`config.mk`:
```
export PLATFORM = sky130hd
export DESIGN_NAME = chamber_timer
export DESIGN_NICKNAME = d
export VERILOG_FILES = /design/src/rtl/chamber_timer.sv
export SDC_FILE = /design/constraint.sdc
export NUM_CORES = 1
export LEC_CHECK = 0
export BUFFER_PORTS_ARGS = -buffer_cell sky130_fd_sc_hd__buf_2
export CAP_MARGIN = 10
export CORE_ASPECT_RATIO = 0.8
export CORE_MARGIN = 8
export CORE_UTILIZATION = 40
export CTS_BUF_LIST = sky130_fd_sc_hd__clkbuf_2 sky130_fd_sc_hd__clkbuf_4 sky130_fd_sc_hd__clkbuf_8
export DETAILED_ROUTE_END_ITERATION = 6
export PLACE_DENSITY_LB_ADDON = 0.12
export SETUP_SLACK_MARGIN = 0.05
export SYNTH_ARGS = -nofsm -noshare
export SYNTH_HDL_FRONTEND = slang
export SYNTH_SLANG_ARGS = --single-unit
```
`constraint.sdc`:
```
create_clock -name clk -period 3.62 [get_ports clk]
set_input_delay 0.543 -clock clk [delete_from_list [all_inputs] [get_ports clk]]
set_output_delay 0.543 -clock clk [all_outputs]
set_load 0.05 [all_outputs]
```
`src/rtl/chamber_timer.sv`:
```
// Purpose: chamber fill/drain/wait job timer with a 1 s prescaler and a one-cycle finished pulse per job.
// Latency: job loads on the edge a request is sampled; pulse is visible after edge DUR*TICK_DIV (load edge = 0).
// Backpressure: none; the request level is the handshake, and RELEASE holds until the selected request drops.
// Build option: CHAMBER_TIMER_FAST_SIM_EN forces the effective tick divider to 4.
module chamber_timer #(
  parameter int unsigned TICK_DIV  = 50000000,
  parameter logic [7:0]  FILL_SEC  = 8'd5,
  parameter logic [7:0]  DRAIN_SEC = 8'd7,
  parameter logic [7:0]  WAIT_SEC  = 8'd5
) (
  input  logic       clk,
  input  logic       reset,
  input  logic       filling,
  input  logic       draining,
  input  logic       waiting,
  output logic       fillFinished,
  output logic       drainFinished,
  output logic       waitFinished,
  output logic       busy,
  output logic [7:0] secondsLeft,
  output logic [1:0] mode
);

`ifdef CHAMBER_TIMER_FAST_SIM_EN
  localparam int unsigned TickDiv = 4;
`else
  localparam int unsigned TickDiv = TICK_DIV;
`endif

  // 26 bits covers the largest divider (2^26), whose terminal count is 2^26-1.
  localparam logic [25:0] PreMax = 26'(TickDiv - 1);

  localparam logic [1:0] MODE_NONE  = 2'd0;
  localparam logic [1:0] MODE_FILL  = 2'd1;
  localparam logic [1:0] MODE_DRAIN = 2'd2;
  localparam logic [1:0] MODE_WAIT  = 2'd3;

  typedef enum logic [1:0] {
    IDLE    = 2'd0,
    RUN     = 2'd1,
    DONE    = 2'd2,
    RELEASE = 2'd3
  } state_e;

  state_e      state_q, state_d;
  logic [1:0]  mode_q, mode_d;
  logic [7:0]  secs_q, secs_d;
  logic [25:0] pre_q, pre_d;

  logic        job_vld;
  logic [1:0]  job_mode;
  logic [7:0]  job_dur;
  logic        req_sel;

  // Pick the new job by priority drain > fill > wait, with its duration.
  always_comb begin
    job_vld  = 1'b1;
    job_mode = MODE_NONE;
    job_dur  = 8'd0;
    if (draining) begin
      job_mode = MODE_DRAIN;
      job_dur  = DRAIN_SEC;
    end else if (filling) begin
      job_mode = MODE_FILL;
      job_dur  = FILL_SEC;
    end else if (waiting) begin
      job_mode = MODE_WAIT;
      job_dur  = WAIT_SEC;
    end else begin
      job_vld  = 1'b0;
    end
  end

  // Only the request belonging to the active job matters once a job is loaded.
  always_comb begin
    req_sel = 1'b0;
    case (mode_q)
      MODE_FILL:  req_sel = filling;
      MODE_DRAIN: req_sel = draining;
      MODE_WAIT:  req_sel = waiting;
      default:    req_sel = 1'b0;
    endcase
  end

  // Next-state logic; a terminal decrement beats a simultaneous request drop.
  always_comb begin
    state_d = state_q;
    mode_d  = mode_q;
    secs_d  = secs_q;
    pre_d   = pre_q;
    case (state_q)
      IDLE: begin
        if (job_vld) begin
          mode_d  = job_mode;
          secs_d  = job_dur;
          pre_d   = 26'd0;
          state_d = (job_dur == 8'd0) ? DONE : RUN;
        end
      end
      RUN: begin
        if (pre_q == PreMax && secs_q <= 8'd1) begin
          pre_d   = 26'd0;
          secs_d  = 8'd0;
          state_d = DONE;
        end else if (!req_sel) begin
          pre_d   = 26'd0;
          secs_d  = 8'd0;
          mode_d  = MODE_NONE;
          state_d = IDLE;
        end else if (pre_q == PreMax) begin
          pre_d   = 26'd0;
          secs_d  = secs_q - 8'd1;
        end else begin
          pre_d   = pre_q + 26'd1;
        end
      end
      DONE: begin
        state_d = RELEASE;
      end
      RELEASE: begin
        if (!req_sel) begin
          mode_d  = MODE_NONE;
          state_d = IDLE;
        end
      end
      default: begin
        state_d = IDLE;
        mode_d  = MODE_NONE;
        secs_d  = 8'd0;
        pre_d   = 26'd0;
      end
    endcase
  end

  // State, job and counter registers; reset clears everything without a clock.
  always_ff @(posedge clk or negedge reset) begin
    if (!reset) begin
      state_q <= IDLE;
      mode_q  <= MODE_NONE;
      secs_q  <= 8'd0;
      pre_q   <= 26'd0;
    end else begin
      state_q <= state_d;
      mode_q  <= mode_d;
      secs_q  <= secs_d;
      pre_q   <= pre_d;
    end
  end

  // Outputs decode straight from registers, so reset clears them immediately.
  assign busy          = (state_q == RUN);
  assign fillFinished  = (state_q == DONE) && (mode_q == MODE_FILL);
  assign drainFinished = (state_q == DONE) && (mode_q == MODE_DRAIN);
  assign waitFinished  = (state_q == DONE) && (mode_q == MODE_WAIT);
  assign secondsLeft   = secs_q;
  assign mode          = mode_q;

endmodule
```
==> results.py <==
metrics = {
    "synthesis": {
        "synth_top_area_cell": "sky130_fd_sc_hd__dfrtp_1",
        "synth.top_cells.by_area": "sky130_fd_sc_hd__dfrtp_1, sky130_fd_sc_hd__xnor2_1, sky130_fd_sc_hd__nor2_1",
        "predominant_post_synthesis_flop_cell": "sky130_fd_sc_hd__dfrtp_1",
        "asyncSetResetFlopFracSynth_pct": 100,
        "synthesis.nets": 259,
        "synthDominantCellAreaShare_pct": 41.5,
        "seq_total_area_yosys_pct": 41.5,
        "post_synth_instance_area_um2": 2290,
        "synth-warning-count": 0,
        "netlist_instances": 251,
        "syn_avg_cell_area_um2": 9.14,
        "synth.lib_cells_used.distinct": 57,
        "synth_enable_flop_cells": 0,
        "ys_seq_elements": 38,
    },
    "run": {
        "timing.max_cap.violations": 0,
    },
    "sta": {
        "final.setup.tns_ns": 0,
        "grt_setup_unrepaired": "false",
        "timing.final.hold_violations": 0,
        "worstMarginPinSlew_ns": 0.877,
        "fin_worst_hold_slack_ns": 0.368,
        "finClkSkew_ns": 0.0106,
        "max-slew-margin-rel_pct": 41.5,
        "max_clock_freq_mhz": 435,
        "final_min_period_over_clock_period_pct": 63.5,
        "setup_viol_count_final": 0,
        "period_minus_slack_ns": 2.30,
        "timing.final.max_slew_violations": 0,
    },
    "clock_network": {
        "path_clk_slew_ns": 0.08,
        "clock_sinks": 38,
        "clk_latency_ns": 0.29,
        "total_cts_buffers": 5,
        "tritoncts": "yes",
        "post_cts_resized": 0,
        "clock_tree.root_cell": "sky130_fd_sc_hd__clkbuf_8",
        "clock_tree.htree_level_count": 2,
        "postCtsSetupRepairBufs": 0,
        "cts_buffer_depth": 2,
        "post_cts_hold_buffers": 0,
    },
    "floorplan": {
        "die_h_um": 83.7,
        "die-width_um": 101,
        "start_util_pct": 41.7,
        "floorplan.rows": 24,
        "io_pins": 19,
        "core_area_um2": 5500,
        "fp.dieArea_um2": 8430,
    },
    "placed_design": {
        "placed_cells_incl_taps": 337,
        "port_buffers": 18,
        "gp_congestion": 0.767,
        "place.detailed.hpwl_um": 3580,
    },
    "run_status": {
        "run_status": "finished clean",
    },
    "critical_path": {
        "worstSetupEndpointType": "flip-flop",
        "cp-startpoint": "pre_q[16]",
        "crit_path_max_fanout": 13,
        "criticalPathCategory": "reg -> reg",
        "cp-start-kind": "flip-flop",
        "worstReg2RegStart": "pre_q[16]",
        "worstPathArrival_ns": 2.51,
        "crit_required_ns": 3.83,
        "r2r_cells": 4,
    },
    "detailed_routing": {
        "detail_route.drc_violations": 0,
        "vias": 1881,
        "postRouteWirelength_um": 5260,
        "wl_per_cell_um": 15.2,
        "detailedRoute.firstIterationViolations": 75,
        "drtPass1Iterations": 5,
        "detail_route.vias_per_cell": 5.45,
        "antenna_violating_nets_remaining": 0,
    },
    "final_layout": {
        "num-fill-cells": 520,
        "nNetsFinal": 274,
        "finalNonFillerCells": 345,
        "areaGrowthSynthToFinish_pct": 10.1,
        "post_route_cells_drive_above_1_share_pct": 15.4,
        "final_cell_mix": "sky130_fd_sc_hd__dfrtp_1, sky130_fd_sc_hd__nor2_1, sky130_fd_sc_hd__nand2_1",
        "antennaDiodeCount": 0,
        "layout.cells.most_common": "sky130_fd_sc_hd__dfrtp_1",
    },
    "global_route": {
        "overflow": 0,
        "grt_max_degree": 39,
        "antenna_found_initial": 0,
        "wire_length_of_the_first_global_routing_pass_um": 9050,
        "grt_usage_pct": 13.2,
        "grt_pass1_vias": 1775,
    },
    "worst_hold_path": {
        "hold_path_class": "in -> async",
    },
    "pwr": {
        "powerDensity_nw_per_um2": 588,
        "worst_vdd_ir_v": 0.000456,
        "total_power_mw": 1.48,
        "leakage_nw": 1.02,
    },
}
[cells by family (layout without fill, tap and decap cells)]
group	count (synthesis)	in the layout	share of synthesized area (%)
simple gates	127	127	32.1
compound gates	41	41	12.4
fa+ha+maj	3	3	1.64
flops	38	38	41.5
buf+inv	21	37	4.15
xor+xnor	18	18	6.87
mux	3	3	1.36
[metrics by stage]
step                      util (%)  cell area, µm²  setup slack [ns]
after floorplan                  -            2290             0.554
after global routing          46.0            2530              1.09
final                         46.0            2530              1.32
after detailed placement      44.2            2430              1.28
after CTS                     46.0            2530              1.30
after global placement        44.2            2430              1.35
[flip-flops by register name (all words and copies together), names as in the netlist]
name / flops
mode: 2
pre_q: 26
state_q: 2
secondsLeft: 8
[per-layer routing]
layer / GRT usage, % / wire, µm / share of wire [%]
met5: 0 / 0 / 0
met4: 2.88 / 14 / 0.27
met3: 3.00 / 149 / 2.8
met2: 18.6 / 2220 / 42
met1: 19.4 / 2880 / 55
[where the power goes]
part	switching (mW)	internal [mW]
Sequential	0.0652	0.464
Combinational	0.445	0.199
Clock	0.150	0.161
Total	0.660	0.824
[critical path, stage by stage, from the launching register on]
cell                        delay [ns]
sky130_fd_sc_hd__dfrtp_1          0.44
sky130_fd_sc_hd__nor4b_1          0.55
sky130_fd_sc_hd__nand4_1          0.61
sky130_fd_sc_hd__a221oi_1         0.45
sky130_fd_sc_hd__a2bb2oi_1        0.17
[area by class of cell]
cell class	count	area, µm²	share of cell area, %
multi-input cells	192	1250	49.4
clock inverters	1	5.00	0.198
well taps	78	97.6	3.86
flip-flops and latches	38	951	37.6
clock buffers	7	90.1	3.57
repair buffers	19	97.6	3.86
inverters	10	37.5	1.49
[cell usage after synthesis (4+ instances only)]
cell                       number
sky130_fd_sc_hd__dfrtp_1       38
sky130_fd_sc_hd__nor2_1        28
sky130_fd_sc_hd__nand2_1       22
sky130_fd_sc_hd__xnor2_1       17
sky130_fd_sc_hd__nand3_1       14
sky130_fd_sc_hd__nor3_1        11
sky130_fd_sc_hd__inv_1          9
sky130_fd_sc_hd__a21oi_1        7
sky130_fd_sc_hd__nor4_1         7
sky130_fd_sc_hd__and3_1         6
sky130_fd_sc_hd__o21ai_0        6
sky130_fd_sc_hd__clkbuf_1       5
sky130_fd_sc_hd__or3_1          5
sky130_fd_sc_hd__a31oi_1        4
sky130_fd_sc_hd__and4_1         4
sky130_fd_sc_hd__nand4_1        4
sky130_fd_sc_hd__o21ai_1        4
[worst paths after layout]
check,end,slack [ns]
setup reg to reg,secondsLeft[0],1.32
max in group asynchronous,pre_q[6],2.69
hold reg to reg,pre_q[6],0.48
hold / removal,pre_q[23],0.37
setup / recovery,secondsLeft[0],1.32
min in group clk,pre_q[6],0.48
Note: power is estimated with default switching activity, not from simulation.
